### src/rtl/decode_rf_stage_if.sv
// Handshake and data bundle between fetch, the decode/RF stage, execute and writeback.
interface decode_rf_stage_if #(
  parameter int unsigned DATA_W = 32,
  parameter int unsigned AW     = 5
);
  logic              in_valid;
  logic              in_ready;
  logic [31:0]       in_instr;
  logic              wb_en;
  logic [AW-1:0]     wb_addr;
  logic [DATA_W-1:0] wb_data;
  logic              flush;
  logic              out_valid;
  logic              out_ready;
  logic [4:0]        out_opcode;
  logic [AW-1:0]     out_rd;
  logic [DATA_W-1:0] out_rs_val;
  logic [DATA_W-1:0] out_rt_val;
  logic [DATA_W-1:0] out_imm;
  logic              out_wr_en;
  logic              out_illegal;

  modport master (
    output in_valid, in_instr, wb_en, wb_addr, wb_data, flush, out_ready,
    input  in_ready, out_valid, out_opcode, out_rd, out_rs_val, out_rt_val,
           out_imm, out_wr_en, out_illegal
  );

  modport slave (
    input  in_valid, in_instr, wb_en, wb_addr, wb_data, flush, out_ready,
    output in_ready, out_valid, out_opcode, out_rd, out_rs_val, out_rt_val,
           out_imm, out_wr_en, out_illegal
  );
endinterface

### src/rtl/decode_rf_stage.sv
// Decode and register-file stage: field decode, bypassed RF read, RAW scoreboard,
// one-cycle registered output with valid/ready and flush.
module decode_rf_stage #(
  parameter int unsigned DATA_W   = 32,
  parameter int unsigned NREGS    = 32,
  parameter int unsigned AW       = $clog2(NREGS),
  parameter int unsigned ZERO_REG = 1
) (
  input logic               clock,
  input logic               reset,
  decode_rf_stage_if.slave  bus
);

  logic [DATA_W-1:0] regs [NREGS];
  logic [NREGS-1:0]  pending, pending_nxt;

  logic [4:0]        d_op;
  logic [AW-1:0]     d_rd, d_rs, d_rt;
  logic [DATA_W-1:0] d_imm, d_rs_val, d_rt_val;
  logic              d_rd_rs, d_rd_rt, d_wr, d_ill;
  logic              rs_hit, rt_hit, hazard, accept, rf_we;

  logic              o_valid, o_wr, o_ill;
  logic [4:0]        o_op;
  logic [AW-1:0]     o_rd;
  logic [DATA_W-1:0] o_rs, o_rt, o_imm;

  logic unused_instr_bits;
  assign unused_instr_bits = ^bus.in_instr;

  // Field decode; anything not used by the format stays zero.
  always_comb begin
    d_op    = bus.in_instr[31:27];
    d_rd    = '0;
    d_rs    = '0;
    d_rt    = '0;
    d_imm   = '0;
    d_rd_rs = 1'b0;
    d_rd_rt = 1'b0;
    d_wr    = 1'b0;
    d_ill   = 1'b0;
    case (d_op)
      5'd2, 5'd3, 5'd4, 5'd5, 5'd9: begin
        d_rd    = bus.in_instr[18 +: AW];
        d_rs    = bus.in_instr[9 +: AW];
        d_rt    = bus.in_instr[0 +: AW];
        d_rd_rs = 1'b1;
        d_rd_rt = 1'b1;
        d_wr    = 1'b1;
      end
      5'd1: begin
        d_rd  = bus.in_instr[20 +: AW];
        d_imm = DATA_W'(bus.in_instr[19:0]);
        d_wr  = 1'b1;
      end
      5'd6: begin
        d_rd    = bus.in_instr[20 +: AW];
        d_rs    = bus.in_instr[0 +: AW];
        d_rd_rs = 1'b1;
        d_wr    = 1'b1;
      end
      5'd7: d_imm = DATA_W'(bus.in_instr[6:0]);
      5'd8: begin
        d_rs    = bus.in_instr[18 +: AW];
        d_rt    = bus.in_instr[9 +: AW];
        d_imm   = DATA_W'(bus.in_instr[8:0]);
        d_rd_rs = 1'b1;
        d_rd_rt = 1'b1;
      end
      5'd10: begin
        d_rs    = bus.in_instr[0 +: AW];
        d_rd_rs = 1'b1;
      end
      default: d_ill = 1'b1;
    endcase
  end

  // Operand read with same-cycle writeback bypass; a read of r0 is forced to zero.
  always_comb begin
    rs_hit   = bus.wb_en && (bus.wb_addr == d_rs);
    rt_hit   = bus.wb_en && (bus.wb_addr == d_rt);
    d_rs_val = '0;
    d_rt_val = '0;
    if (d_rd_rs && !((ZERO_REG != 0) && (d_rs == '0)))
      d_rs_val = rs_hit ? bus.wb_data : regs[d_rs];
    if (d_rd_rt && !((ZERO_REG != 0) && (d_rt == '0)))
      d_rt_val = rt_hit ? bus.wb_data : regs[d_rt];
    hazard = (d_rd_rs && pending[d_rs] && !rs_hit) ||
             (d_rd_rt && pending[d_rt] && !rt_hit);
  end

  assign bus.in_ready = !reset && !bus.flush && !hazard && (!o_valid || bus.out_ready);
  assign accept       = bus.in_valid && bus.in_ready;
  assign rf_we        = bus.wb_en && !((ZERO_REG != 0) && (bus.wb_addr == '0));

  always_ff @(posedge clock or posedge reset) begin
    if (reset) begin
      for (int unsigned i = 0; i < NREGS; i++) regs[i] <= '0;
    end else if (rf_we) begin
      regs[bus.wb_addr] <= bus.wb_data;
    end
  end

  // Scoreboard: flush and writeback clear, a new accept sets last so it wins.
  always_comb begin
    pending_nxt = pending;
    if (bus.flush && o_valid && o_wr) pending_nxt[o_rd] = 1'b0;
    if (bus.wb_en) pending_nxt[bus.wb_addr] = 1'b0;
    if (accept && d_wr && !((ZERO_REG != 0) && (d_rd == '0))) pending_nxt[d_rd] = 1'b1;
  end

  always_ff @(posedge clock or posedge reset) begin
    if (reset) pending <= '0;
    else       pending <= pending_nxt;
  end

  always_ff @(posedge clock or posedge reset) begin
    if (reset) begin
      o_valid <= 1'b0;
      o_op    <= '0;
      o_rd    <= '0;
      o_rs    <= '0;
      o_rt    <= '0;
      o_imm   <= '0;
      o_wr    <= 1'b0;
      o_ill   <= 1'b0;
    end else if (bus.flush) begin
      o_valid <= 1'b0;
    end else if (accept) begin
      o_valid <= 1'b1;
      o_op    <= d_op;
      o_rd    <= d_rd;
      o_rs    <= d_rs_val;
      o_rt    <= d_rt_val;
      o_imm   <= d_imm;
      o_wr    <= d_wr;
      o_ill   <= d_ill;
    end else if (bus.out_ready) begin
      o_valid <= 1'b0;
    end
  end

  assign bus.out_valid   = o_valid;
  assign bus.out_opcode  = o_op;
  assign bus.out_rd      = o_rd;
  assign bus.out_rs_val  = o_rs;
  assign bus.out_rt_val  = o_rt;
  assign bus.out_imm     = o_imm;
  assign bus.out_wr_en   = o_wr;
  assign bus.out_illegal = o_ill;

endmodule

### src/flat_wrapper.sv
// flat-port wrapper written by rule: the top's interface ports become plain ports
module decode_rf_stage_flat 
#(
  parameter int unsigned DATA_W   = 32,
  parameter int unsigned NREGS    = 32,
  parameter int unsigned AW       = $clog2(NREGS),
  parameter int unsigned ZERO_REG = 1
)
  (clock, reset, bus_in_valid, bus_in_instr, bus_wb_en, bus_wb_addr, bus_wb_data, bus_flush, bus_out_ready, bus_in_ready, bus_out_valid, bus_out_opcode, bus_out_rd, bus_out_rs_val, bus_out_rt_val, bus_out_imm, bus_out_wr_en, bus_out_illegal);
  decode_rf_stage_if #(.DATA_W(DATA_W), .AW(AW)) bus_i ();
  input logic clock;
  input logic reset;
  input wire logic [$bits(bus_i.in_valid)-1:0] bus_in_valid;
  input wire logic [$bits(bus_i.in_instr)-1:0] bus_in_instr;
  input wire logic [$bits(bus_i.wb_en)-1:0] bus_wb_en;
  input wire logic [$bits(bus_i.wb_addr)-1:0] bus_wb_addr;
  input wire logic [$bits(bus_i.wb_data)-1:0] bus_wb_data;
  input wire logic [$bits(bus_i.flush)-1:0] bus_flush;
  input wire logic [$bits(bus_i.out_ready)-1:0] bus_out_ready;
  output wire logic [$bits(bus_i.in_ready)-1:0] bus_in_ready;
  output wire logic [$bits(bus_i.out_valid)-1:0] bus_out_valid;
  output wire logic [$bits(bus_i.out_opcode)-1:0] bus_out_opcode;
  output wire logic [$bits(bus_i.out_rd)-1:0] bus_out_rd;
  output wire logic [$bits(bus_i.out_rs_val)-1:0] bus_out_rs_val;
  output wire logic [$bits(bus_i.out_rt_val)-1:0] bus_out_rt_val;
  output wire logic [$bits(bus_i.out_imm)-1:0] bus_out_imm;
  output wire logic [$bits(bus_i.out_wr_en)-1:0] bus_out_wr_en;
  output wire logic [$bits(bus_i.out_illegal)-1:0] bus_out_illegal;
  assign bus_i.in_valid = bus_in_valid;
  assign bus_i.in_instr = bus_in_instr;
  assign bus_i.wb_en = bus_wb_en;
  assign bus_i.wb_addr = bus_wb_addr;
  assign bus_i.wb_data = bus_wb_data;
  assign bus_i.flush = bus_flush;
  assign bus_i.out_ready = bus_out_ready;
  assign bus_in_ready = bus_i.in_ready;
  assign bus_out_valid = bus_i.out_valid;
  assign bus_out_opcode = bus_i.out_opcode;
  assign bus_out_rd = bus_i.out_rd;
  assign bus_out_rs_val = bus_i.out_rs_val;
  assign bus_out_rt_val = bus_i.out_rt_val;
  assign bus_out_imm = bus_i.out_imm;
  assign bus_out_wr_en = bus_i.out_wr_en;
  assign bus_out_illegal = bus_i.out_illegal;
  decode_rf_stage #(.DATA_W(DATA_W), .NREGS(NREGS), .AW(AW), .ZERO_REG(ZERO_REG)) u_core (.clock(clock), .reset(reset), .bus(bus_i));
endmodule
### config.mk
export PLATFORM = sky130hd
export DESIGN_NAME = decode_rf_stage_flat
export DESIGN_NICKNAME = d
export VERILOG_FILES = /design/src/rtl/decode_rf_stage_if.sv /design/src/rtl/decode_rf_stage.sv /design/src/flat_wrapper.sv
export SDC_FILE = /design/constraint.sdc
export NUM_CORES = 2
export LEC_CHECK = 0
export BUFFER_PORTS_ARGS = -buffer_cell sky130_fd_sc_hd__clkbuf_2
export CAP_MARGIN = 40
export CORE_MARGIN = 2
export CORE_UTILIZATION = 30
export DETAILED_ROUTE_END_ITERATION = 10
export GPL_TIMING_DRIVEN = 0
export MAX_ROUTING_LAYER = met4
export PLACE_DENSITY_LB_ADDON = 0.3
export RECOVER_POWER = 100
export SYNTH_ARGS = -nofsm -noshare
export SYNTH_HDL_FRONTEND = slang
export SYNTH_SLANG_ARGS = --single-unit
### constraint.sdc
create_clock -name clock -period 39.3 [get_ports clock]
set_input_delay 7.86 -clock clock [delete_from_list [all_inputs] [get_ports clock]]
set_output_delay 7.86 -clock clock [all_outputs]
set_load 0.1 [all_outputs]
# Yosys cells after proc, flatten, opt, wreduce, memory -nomap -nowiden
# Cells that the tools add are included.
# totals
latchBits,0
rom_bits,0
out_inout_bits,110
regBits,1165
mem_bits_rw,0
wordCells,157
mem_count,0
# classes
n_shift,0
n_lt_le_gt_ge,12
multipliers,0
bitwise,9
addsub,0
div,0
n_mux,37
n_reduce_logical,46
n_eq_ne,12
# op_table
operator,count
$bwmux W1024,1
$mux W32,12
$bmux W32 S5,2
$demux W32 S5,1
$and A32 B32 Y32,2
$not A32 Y32,2
$pmux W20 S3,1
$or A32 B32 Y32,1
$lt A5 B6 Y1 const B,5
$logic_and A1 B1 Y1,21
$eq A5 B3 Y1 const B,4
$logic_not A5 Y1,4
$pmux W5 S2,2
$ge A6 B6 Y1 const B,3
$not A5 Y6,3
$demux W1 S5,3
$eq A5 B4 Y1 const B,3
$ge A5 B1 Y1 const B,3
$pmux W5 S3,1
$mux W1,12
$bmux W1 S5,2
$eq A5 B2 Y1 const B,2
$eq A5 B5 Y1,2
$logic_not A1 Y1,10
12 further kinds,14

# Depth between registers and ports, before layout
# depth
word_depth,15
ltp_mapped,16
depth_no_buf,9

# Worst setup path after synthesis
# OpenSTA, ideal clock, no wires.
# synth_timing
path_kind,in2out
start,in bus_in_instr[28]
end,out bus_in_ready
arrival_ps,10877
n_path_buf,2
cell_stages,10
path_slack_ps,20563
cell_sequence,buf_2 -> or4b_1 -> buf_2 -> nor3b_2 -> a211oi_1 -> mux2_1 -> or4_4 -> nor4b_1 -> a21oi_1 -> and4_1
# synth_between
elab_chain_len,11
# synth_lines
element,line_no,source
"start, declared",flat_wrapper.sv:14,input wire logic [$bits(bus_i.in_instr)-1:0] bus_in_instr;
"$eq A5 B2 Y1, or another cell as far along",decode_rf_stage.sv:42,case (d_op)
$reduce_or A5 Y1 or $reduce_or A2 Y1 (tied branches),-,
$pmux W5 S3 or $pmux W5 S2 (tied branches),decode_rf_stage.sv:42,
"$bmux W1 S5, or another cell as far along",decode_rf_stage.sv:88,hazard = (d_rd_rs && pending[d_rs] && !rs_hit) ||
"$mux W1 (not written as such), or another cell as far along",decode_rf_stage.sv:88,
"$logic_and A1 B1 Y1, or another cell as far along",decode_rf_stage.sv:88,
"$logic_and A1 B1 Y1, on equally long branches","decode_rf_stage.sv:88, decode_rf_stage.sv:89",
$logic_or A1 B1 Y1 (*),decode_rf_stage.sv:88,
$logic_not A1 Y1 (*),decode_rf_stage.sv:92,assign bus.in_ready = !reset && !bus.flush && !hazard && (!o_valid || bus.out_ready);
$logic_and A1 B1 Y1 (*) (2 in a row),decode_rf_stage.sv:92,
"end, declared",flat_wrapper.sv:20,output wire logic [$bits(bus_i.in_ready)-1:0] bus_in_ready;
# Every way passes the cells marked *; elsewhere a longest branch is shown, timed or not. The select of a mux whose other input is x is not followed.

# Worst setup path in the final report
# layout_timing
start,in bus_in_instr[27]
end,out bus_in_ready
# Same word-level chain as after synthesis.

==> out/qor.yml <==
route:
  via_count: 63500
  first_iter_violations: 10200
  vias_per_cell: 6.21
  drtPass1Iterations: 7
  ant_nets: 0
  drc: 0
  routed_wirelength_um: 392000
  routedWlPerCell_um: 38.4
pwr:
  ir_drop_uv: 54.8
  p_leak_nw: 32.3
  p_per_area_nw_per_um2: 50.8
  total_power_mw: 3.87
setup_path:
  startpoint_type: "input pin"
  critPathMaxFanout: 10
  end_kind: "output pin"
  crit_type: "in -> out"
  cp_data_required_time_ns: 31.44
  timing.reg2reg.setup_slack_ns: 33.90
  worstPathArrival_ns: 13.49
synth:
  synthTopCellsByArea: "dfrtp_1 (46%), mux2_2 (17%), nand2_1 (9.4%)"
  synthesis.area_um2: 63300
  yosysMostFrequentCell: "nand2_1"
  yosysWarnings: 0
  syn_inst: 6578
  synth_top_area_cell: "dfrtp_1"
  synth_area_per_cell_um2: 9.62
  async_reset_ff_frac: 1.00
  synth_seq_cells: 1153
  synthDistinctLibCells: 81
  synth_top_area_share: 0.456
  ys.flop_type: "dfrtp_1"
  synth_edf_count: 0
  synth_commonest_cells: "nand2_1 (1592), dfrtp_1 (1153), mux2_2 (976)"
  ys_seq_area_frac: 0.456
clock_network:
  post_cts_buffers: 0
  cts_max_path_buffers: 3
  clkLatencyLatePin_ns: 0.85
  clock_sinks: 1153
  h-tree-depth: 4
  holdBufCountCts: 0
  cts_resized: 0
  tritoncts: "yes"
  root_buffer: "clkbuf_16"
  cts_buffers: 140
  clkTransAtPathRegs_ns: 0.06
final_layout:
  syn_to_final_growth_pct: 20.3
  final_core_util: 0.363
  fin_area_um2: 76200
  final_nets: 7366
  drive_gt1_frac: 0.233
global_route:
  grt_use_total: 0.366
  antenna_found_initial: 31
  grt_pass1_vias: 59600
  grt_pass1_wl_um: 524000
  overflow: 0
  grt_start_max_net_pins: 40
sta:
  slew_viol_final: 1282
  setup_viol: 0
  tns_ns: 0
  slew_headroom: -0.497
  hold_ws_ns: 0.463
  post-route-min-period_ns: 21.35
  rsz0062_at_grt: "no"
  fmax_mhz: 46.8
  clock_skew_ns: 0.0430
  worst_pin_slew_ns: 2.25
  hold_violations: 0
  final.period_utilization: 0.543
placement:
  post_dp_cell_area_um2: 73100
  numPortBuffers: 165
  gp_congestion: 1.12
  dp_hpwl_um: 305000
floorplan:
  die_h_um: 463
  core_um2: 210000
  ios: 185
  die_w_um: 463
  dieArea_um2: 215000
  start_util: 0.302
  row_count: 168
run_status:
  violations: "max-capacitance violations, max-slew violations"
  status: "finished, violations left"
job:
  max-cap-violations: 48
hold_path:
  hold_path.class: "reg -> reg"
==> cell type report <==
class                   instances  area (um^2)
diodes                         27         67.6
plain buffers                 663         2650
clock buffers                 203         4110
clock inverters                39          464
fillers                     21300       133000
inverters                      77          290
multi-input cells            4696        31700
flip-flops and latches       1153        28900
well taps                    2805         3510
repair buffers                560         4530
==> path summary, 6_finish.rpt <==
check | startpoint | depth (start not counted) | endpoint
max | bus_in_instr[27] | 11 | bus_in_ready
min | u_core.regs[1022] | 1 | u_core.regs[1022]
max reg2reg | u_core.pending[2] | 9 | u_core.bus.out_rs_val[3]
min reg2reg | u_core.regs[1022] | 1 | u_core.regs[1022]
max in group asynchronous | reset | 7 | u_core.regs[302]
min in group asynchronous | reset | 2 | u_core.pending[20]
==> registers in the layout (all words and copies together), names as in the netlist <==
name and count:
u_core.pending 32, u_core.bus.out_rt_val 32, u_core.bus.out_illegal 1, u_core.bus.out_wr_en 1, u_core.bus.out_imm 20, u_core.bus.out_opcode 5
u_core.bus.out_rs_val 32, u_core.bus.out_valid 1, u_core.regs 1024, u_core.bus.out_rd 5
==> through the flow <==
stage	std cells	setup slack, ns
2_1_floorplan	6589	15.52
3_3_place_gp	9559	7.68
3_5_place_dp	9945	19.57
4_1_cts	10200	19.59
5_1_grt	10200	17.74
6_report	10200	17.95
==> layer usage <==
layer  vias to the layer above  global-route usage  wire length, um
met5                         -                   -                0
met4                         0               0.310            42200
met3                      1488               0.112            48800
met2                      5276               0.492           156000
met1                     31900               0.443           145000
li1                      24900                   -                -
==> worst max-delay path, cell delays in order <==
cell,delay (ns)
clkbuf_1,0.10
clkbuf_1,0.22
nor4b_1,1.19
nand2_1,1.02
nand2_1,0.47
clkbuf_1,0.79
nand3_1,0.18
a311oi_1,0.32
a311o_1,0.25
and4_1,0.19
clkbuf_1,0.88
==> kinds of logic (layout without fill, tap and decap cells) <==
group / after synthesis / count (layout) / synth area share
XOR/XNOR: 5 / 5 / 0.000692
flip-flops: 1153 / 1153 / 0.456
buffers and inverters: 740 / 1542 / 0.0468
AO/OA/AOI/OAI: 961 / 961 / 0.103
other: 1 / 39 / 0.0000593
AND/OR/NAND/NOR: 2525 / 2525 / 0.174
multiplexers: 1193 / 1193 / 0.220
==> power by group <==
group | switching (mW) | internal [mW] | leakage [nW]
sequential | 0.199 | 1.40 | 14.9
combinational | 0.593 | 0.331 | 15.2
clock | 0.580 | 0.761 | 2.24
total | 1.37 | 2.49 | 32.3
==> cells in the final DEF, fill, tap and decap left out, types with 11 or more instances in the layout <==
cell and count:
or4_1 25, mux2_2 972, clkbuf_2 71, nand3_1 596
nand2_1 1592, a31oi_1 127, dfrtp_1 1153, o211ai_1 21
o41ai_1 16, clkbuf_16 145, buf_2 100, mux2i_1 123
o22ai_1 54, o221ai_1 51, buf_6 111, nor2_1 48
nand2b_1 12, a2111oi_2 20, mux2_1 40, inv_1 76
a221oi_1 11, a211oi_1 107, nor3_1 44, diode_2 27
or3_1 27, a21oi_1 285, a32o_1 43, conb_1 12
o31ai_1 54, mux4_2 58, a32oi_1 24, clkbuf_1 762
buf_4 39, clkinv_2 16, o21ai_0 67, and3_1 103
clkbuf_8 26, buf_8 102, buf_1 58, nor4_1 26
Power figures use the tool's default switching activity.
